--- config.mk ---
export PLATFORM = sky130hd
export DESIGN_NAME = unipolar_rz_decoder
export DESIGN_NICKNAME = d
export VERILOG_FILES = /design/src/rtl/unipolar_rz_decoder.sv
export SDC_FILE = /design/constraint.sdc
export NUM_CORES = 1
export LEC_CHECK = 0
export ABC_AREA = 1
export CELL_PAD_IN_SITES_DETAIL_PLACEMENT = 1
export CELL_PAD_IN_SITES_GLOBAL_PLACEMENT = 1
export CORE_ASPECT_RATIO = 1.2
export CORE_MARGIN = 3
export CORE_UTILIZATION = 43
export DETAILED_ROUTE_END_ITERATION = 8
export GPL_ROUTABILITY_DRIVEN = 0
export PLACE_DENSITY_LB_ADDON = 0.1
export SKIP_CTS_REPAIR_TIMING = 1
export SYNTH_ARGS = -nofsm -noshare
export SYNTH_HDL_FRONTEND = slang
export SYNTH_SLANG_ARGS = --single-unit
export TNS_END_PERCENT = 10
--- constraint.sdc ---
create_clock -name clock -period 2.15 [get_ports clock]
set_input_delay 0.43 -clock clock [delete_from_list [all_inputs] [get_ports clock]]
set_output_delay 0.43 -clock clock [all_outputs]
set_load 0.01 [all_outputs]
--- src/rtl/unipolar_rz_decoder.sv ---
// -----------------------------------------------------------------------------
// unipolar_rz_decoder
//
// Decodes a unipolar return-to-zero serial line (WS2812-style) into words.
// Each bit is a high pulse followed by low time; the high-pulse length decides
// the bit value. A long low period marks a frame boundary.
//
// Ports
//   clock     : sole clock, all logic on the rising edge
//   reset_n   : asynchronous active-low reset
//   line      : asynchronous serial input (synchronised internally)
//   data      : last completed word, LSB received first
//   valid     : one-cycle pulse when data updates
//   frame_end : one-cycle pulse when a reset-length low period completes
//   error     : one-cycle pulse on a protocol violation
//
// Configuration
//   UNIPOLAR_RZ_DECODER_ERROR_EN : when defined, too-short and too-long high
//   pulses and partial words at a frame boundary raise error. When undefined,
//   error is tied low, short highs decode as 0 and long highs as 1.
// -----------------------------------------------------------------------------
module unipolar_rz_decoder #(
    parameter int  DATA_WIDTH     = 24,
    parameter real CLOCK_RATE     = 100e6,
    parameter real ZERO_HIGH_TIME = 0.3e-6,
    parameter real ONE_HIGH_TIME  = 0.6e-6,
    parameter real RESET_TIME     = 80e-6
) (
    input  logic                  clock,
    input  logic                  reset_n,
    input  logic                  line,
    output logic [DATA_WIDTH-1:0] data,
    output logic                  valid,
    output logic                  frame_end,
    output logic                  error
);

    // Cycle-count constants, rounded to nearest integer.
    localparam int THRESH       = $rtoi((ZERO_HIGH_TIME + ONE_HIGH_TIME) / 2.0 * CLOCK_RATE + 0.5);
    localparam int RESET_CYCLES = $rtoi(RESET_TIME * CLOCK_RATE + 0.5);
    localparam int CNT_W        = $clog2(RESET_CYCLES + 1);
    localparam int BIT_W        = $clog2(DATA_WIDTH + 1);

    localparam logic [CNT_W-1:0] RESET_CNT  = CNT_W'(RESET_CYCLES);
    localparam logic [CNT_W-1:0] THRESH_CNT = CNT_W'(THRESH);
    localparam logic [BIT_W-1:0] LAST_BIT   = BIT_W'(DATA_WIDTH - 1);

`ifdef UNIPOLAR_RZ_DECODER_ERROR_EN
    localparam int MIN_HIGH = $rtoi(ZERO_HIGH_TIME / 2.0 * CLOCK_RATE + 0.5);
    localparam int MAX_HIGH = $rtoi(ONE_HIGH_TIME * 1.5 * CLOCK_RATE + 0.5);
    localparam logic [CNT_W-1:0] MIN_CNT = CNT_W'(MIN_HIGH);
    localparam logic [CNT_W-1:0] MAX_CNT = CNT_W'(MAX_HIGH);
`endif

    typedef enum logic [1:0] {
        WAIT_IDLE = 2'd0,
        LOW       = 2'd1,
        HIGH      = 2'd2
    } state_t;

    // Saturating increment: the counter sticks at RESET_CYCLES, never wraps.
    function automatic logic [CNT_W-1:0] sat_inc(input logic [CNT_W-1:0] v);
        if (v == RESET_CNT) begin
            return v;
        end else begin
            return v + CNT_W'(1);
        end
    endfunction

    logic                  sync1_r;
    logic                  sync_r;
    state_t                state_r;
    logic [CNT_W-1:0]      cnt_r;
    logic [BIT_W-1:0]      bit_cnt_r;
    logic [DATA_WIDTH-1:0] shift_r;
    logic                  done_r;
    logic                  fe_pend_r;
    logic                  err_pend_r;

    logic [CNT_W-1:0]      cnt_inc_s;
    logic                  bit_s;
    logic [DATA_WIDTH-1:0] shift_nxt_s;

    // Two-flop synchroniser for the asynchronous serial line.
    always_ff @(posedge clock or negedge reset_n) begin
        if (!reset_n) begin
            sync1_r <= 1'b0;
            sync_r  <= 1'b0;
        end else begin
            sync1_r <= line;
            sync_r  <= sync1_r;
        end
    end

    // Next counter value and the bit the current high pulse would decode to.
    always_comb begin
        cnt_inc_s   = sat_inc(cnt_r);
        bit_s       = (cnt_r >= THRESH_CNT);
        shift_nxt_s = {bit_s, shift_r[DATA_WIDTH-1:1]};
    end

    // Decode FSM: one counter serves idle/low/high timing depending on state.
    always_ff @(posedge clock or negedge reset_n) begin
        if (!reset_n) begin
            state_r    <= WAIT_IDLE;
            cnt_r      <= '0;
            bit_cnt_r  <= '0;
            shift_r    <= '0;
            done_r     <= 1'b0;
            fe_pend_r  <= 1'b0;
            err_pend_r <= 1'b0;
        end else begin
            done_r     <= 1'b0;
            fe_pend_r  <= 1'b0;
            err_pend_r <= 1'b0;
            case (state_r)
                WAIT_IDLE: begin
                    if (sync_r) begin
                        cnt_r <= '0;
                    end else if (cnt_inc_s == RESET_CNT) begin
                        // Idle found: enter LOW already saturated so no frame_end fires.
                        state_r   <= LOW;
                        cnt_r     <= RESET_CNT;
                        bit_cnt_r <= '0;
                    end else begin
                        cnt_r <= cnt_inc_s;
                    end
                end
                LOW: begin
                    if (sync_r) begin
                        state_r <= HIGH;
                        cnt_r   <= '0;
                    end else if (cnt_r != RESET_CNT) begin
                        cnt_r <= cnt_inc_s;
                        if (cnt_inc_s == RESET_CNT) begin
                            fe_pend_r <= 1'b1;
                            bit_cnt_r <= '0;
`ifdef UNIPOLAR_RZ_DECODER_ERROR_EN
                            err_pend_r <= (bit_cnt_r != '0);
`endif
                        end
                    end else begin
                        cnt_r <= cnt_r;
                    end
                end
                HIGH: begin
                    if (sync_r) begin
`ifdef UNIPOLAR_RZ_DECODER_ERROR_EN
                        if (cnt_inc_s >= MAX_CNT) begin
                            err_pend_r <= 1'b1;
                            state_r    <= WAIT_IDLE;
                            cnt_r      <= '0;
                            bit_cnt_r  <= '0;
                        end else begin
                            cnt_r <= cnt_inc_s;
                        end
`else
                        cnt_r <= cnt_inc_s;
`endif
                    end else begin
                        state_r <= LOW;
                        cnt_r   <= '0;
`ifdef UNIPOLAR_RZ_DECODER_ERROR_EN
                        if (cnt_r < MIN_CNT) begin
                            // Glitch-length pulse: drop it and restart the word.
                            err_pend_r <= 1'b1;
                            bit_cnt_r  <= '0;
                        end else
`endif
                        begin
                            shift_r <= shift_nxt_s;
                            if (bit_cnt_r == LAST_BIT) begin
                                done_r    <= 1'b1;
                                bit_cnt_r <= '0;
                            end else begin
                                bit_cnt_r <= bit_cnt_r + BIT_W'(1);
                            end
                        end
                    end
                end
                default: begin
                    state_r   <= WAIT_IDLE;
                    cnt_r     <= '0;
                    bit_cnt_r <= '0;
                end
            endcase
        end
    end

    // Registered outputs; data loads from the completed shift register.
    always_ff @(posedge clock or negedge reset_n) begin
        if (!reset_n) begin
            data      <= '0;
            valid     <= 1'b0;
            frame_end <= 1'b0;
            error     <= 1'b0;
        end else begin
            valid     <= done_r;
            frame_end <= fe_pend_r;
            error     <= err_pend_r;
            if (done_r) begin
                data <= shift_r;
            end else begin
                data <= data;
            end
        end
    end

endmodule
==> results of run 1 <==
per-stage QoR:
stage                     cell area (um^2)  hold slack, ns
final                                 3948          0.3596
after global routing                  3948          0.3618
after global placement                3715          0.3407
after detailed placement              3715          0.3364
after floorplan                       3308          0.1344
after CTS                             3896        -0.02687
metal layers:
| metal | up-vias | wire length, um |
|---|---|---|
| met4 | 0 | 93 |
| met1 | 1283 | 3237 |
| met3 | 9 | 185 |
| li1 | 1260 | - |
| met2 | 27 | 3753 |
| met5 | - | 0 |
synth_stat cells, types with 3 or more instances:
library cell               count  area (um^2)
sky130_fd_sc_hd__a21oi_1      25        125.1
sky130_fd_sc_hd__clkbuf_1      8        30.03
sky130_fd_sc_hd__dfrtp_1      74         1852
sky130_fd_sc_hd__ha_1          4        50.05
sky130_fd_sc_hd__inv_1        47        176.4
sky130_fd_sc_hd__mux2_2       10        112.6
sky130_fd_sc_hd__nand2_1      69        259.0
sky130_fd_sc_hd__nand3_1      22        110.1
sky130_fd_sc_hd__nand4_1       5        31.28
sky130_fd_sc_hd__nor2_1       58        217.7
sky130_fd_sc_hd__nor2_2        3        18.77
sky130_fd_sc_hd__o21ai_0      19        95.09
sky130_fd_sc_hd__o31ai_1       4        30.03
sky130_fd_sc_hd__xor2_1        7        61.31
critical path: stages (launching register included):
cell	delay (ns)
sky130_fd_sc_hd__dfrtp_1	0.42
sky130_fd_sc_hd__ha_2	0.22
sky130_fd_sc_hd__inv_1	0.07
sky130_fd_sc_hd__nor2_4	0.19
sky130_fd_sc_hd__buf_4	0.15
sky130_fd_sc_hd__xor2_1	0.07
sky130_fd_sc_hd__nor2_1	0.14
sky130_fd_sc_hd__nand2_1	0.08
sky130_fd_sc_hd__nor2_2	0.11
sky130_fd_sc_hd__nand2_2	0.11
sky130_fd_sc_hd__nand2_4	0.13
sky130_fd_sc_hd__nand2_4	0.07
sky130_fd_sc_hd__nand2_1	0.08
sky130_fd_sc_hd__nand2_1	0.05
area by class of cell:
class	count	area, um^2
multi-input combinational	242	1256
fill	861	3412
clock buffer	11	141.4
timing repair buffer	38	367.9
inverter	47	176.4
sequential	74	1853
clock inverter	5	40.04
tap	90	112.6
path summary, 6_finish.rpt:
path | start | endpoint | slack (ns) | depth (start not counted)
worst max-delay path | cnt_r[1] | bit_cnt_r[3] | 0.13 | 13
worst min-delay path | sync1_r | sync_r | 0.36 | 0
worst max register to register | cnt_r[1] | bit_cnt_r[3] | 0.13 | 13
worst min register to register | sync1_r | sync_r | 0.36 | 0
max in group asynchronous | reset_n | cnt_r[0] | 1.03 | 3
min in group asynchronous | reset_n | data[19] | 0.52 | 2
power by group through the flow:
stage | logic, mW | clock network, mW | registers (mW)
after CTS | 0.0922 | 1.02 | 1.40
after floorplan | 0.0440 | 0 | 1.43
final | 0.0977 | 0.990 | 1.41
after detailed placement | 0.0921 | 0 | 1.43
after global placement | 0.0890 | 0 | 1.43
after global routing | 0.113 | 1.08 | 1.41
cells by family (layout without fill, tap and decap cells):
logic type      Yosys count  after routing  share of synthesized area [%]
fa+ha+maj                 4              4                          1.513
simple gates            167            167                          21.75
flops                    74             74                          55.98
compound gates           53             53                          8.812
buf+inv                  57            101                          6.581
mux                      10             10                          3.404
xor+xnor                  7              7                          1.853
other cells               1              1                         0.1134
flip-flops by register name (all words and copies together) (netlist names):
name	count
sync_r	1
bit_cnt_r	5
data	24
state_r	2
valid	1
done_r	1
shift_r	24
frame_end	1
fe_pend_r	1
cnt_r	13
sync1_r	1
==> run metrics, run 1 <==
per-cell via count in the routed design=5.087; leading cell type in the layout, fill and taps excluded=sky130_fd_sc_hd__dfrtp_1; Synthesis Warnings=0; ANT cells=0; M1 GR Usage=21.86%; wire length of the first global-routing pass=12,530 um; number of antenna violations at the first check in global routing=0; vias in the first global route=2,709; pin count of the biggest net entering global routing=50; count of cell types in the netlist=27; TNS Setup=0 ns; Layout Area Growth over Synthesis=19.33%; total iterations of the first detailed-routing run=4; post-route non-filler standard cell count=507; fraction of met3 tracks used by global routing=4.435%; GRT Max-Usage Layer=met2; top flip-flop cell by instance count after synthesis=sky130_fd_sc_hd__dfrtp_1; transition time of the tightest slew-check pin=0.5150 ns; instance count after placement with tap cells included=487; max-cap violations=0; share of the cycle needed by the critical path after routing=93.94%; die width=86.07 um; cells after synthesis=373; kind of critical path=reg -> reg; latest clock arrival within the worst-skew pair=0.35 ns; Worst Clk Skew=0.01157 ns; Routed wire per std cell=14.34 um; Final Power=2.493 mW; Post-synth EDFFs=0; switching pwr=0.6079 mW; commonest non-fill, non-tap cells in the layout=73 x sky130_fd_sc_hd__dfrtp_1, 69 x sky130_fd_sc_hd__nand2_1, 57 x sky130_fd_sc_hd__nor2_1; proportion of total power due to net switching=24.38%; TritonCTS clock tree=built; Logic pwr share=3.9%; VDD IR-drop max=0.3927 mV; register bit total from synthesis=74; leakage power=1.876 nW; worst setup slack after placement=0.05894 ns; post-synth design cell area=3308 um^2; Vias=2,579; internal power consumption=1.885 mW; net count of the mapped netlist=380; GRT Residual Overflow=0; Power Dens Cells=631.5 nW/um^2; endpoint kind of the worst setup timing path=flop; area of the die=8786 um^2; Global Route Usage Sum=18.19%; endpoint required time on the critical path=2.38 ns; clock tree root driver cell=sky130_fd_sc_hd__clkbuf_8; Mean Syn Cell Area=8.869 um^2; post-layout minimum cycle time=2.020 ns; buffer levels on the longest clock path=2; maximum clock frequency=495.1 MHz; clock transition time at the flip-flop clock pins of the worst setup and hold paths=0.08 ns; core footprint=7360 um^2; worst min path class=reg -> reg; met2 Use GR=32.23%; ports placed on the boundary=30; share of total power in sequential cells=56.4%; Async S/R FF share, synth=100.0%; Nets=419; setup slack after layout=0.1304 ns; final hold viol count=0; layout cell share with drive strength beyond 1=11.51%; final count of negative-setup-slack endpoints=0; clock network power share=39.7%; vertical extent of the die=102.1 um; Starting Density=44.95%; detailed-route DRC error count=0; highest net fanout along the worst path=8; number of buffers added by the clock tree synthesis step=9; total wire length=7270 um; Relative slew margins=65.43%; sinks on the clock net=74; crit path launch type=flop; status=complete, no violations; count of antenna-violating nets left after detailed routing=0; register area share after synthesis=55.98%; Max Slew Vio Count=0; HPWL after detailed placement=5173 um; number of rows in the core area=34; CTS H-tree depth=3; number of buffer cells added on primary ports=28; Iteration-0 DRC Markers=52; final core area utilization=53.64%; signal arrival time at the worst endpoint=2.25 ns
No activity file was read; power rests on OpenSTA's default activity.
==> run 2: changes to the inputs <==
--- a/config.mk
+++ b/config.mk
@@ -11,6 +11,7 @@
 export CORE_ASPECT_RATIO = 1.2
 export CORE_MARGIN = 3
 export CORE_UTILIZATION = 43
+export CTS_CLUSTER_DIAMETER = 100
 export DETAILED_ROUTE_END_ITERATION = 8
 export GPL_ROUTABILITY_DRIVEN = 0
 export PLACE_DENSITY_LB_ADDON = 0.1
==> results of run 2 <==
Same layout as run 1: the final DEF is identical, and so are final timing and power.
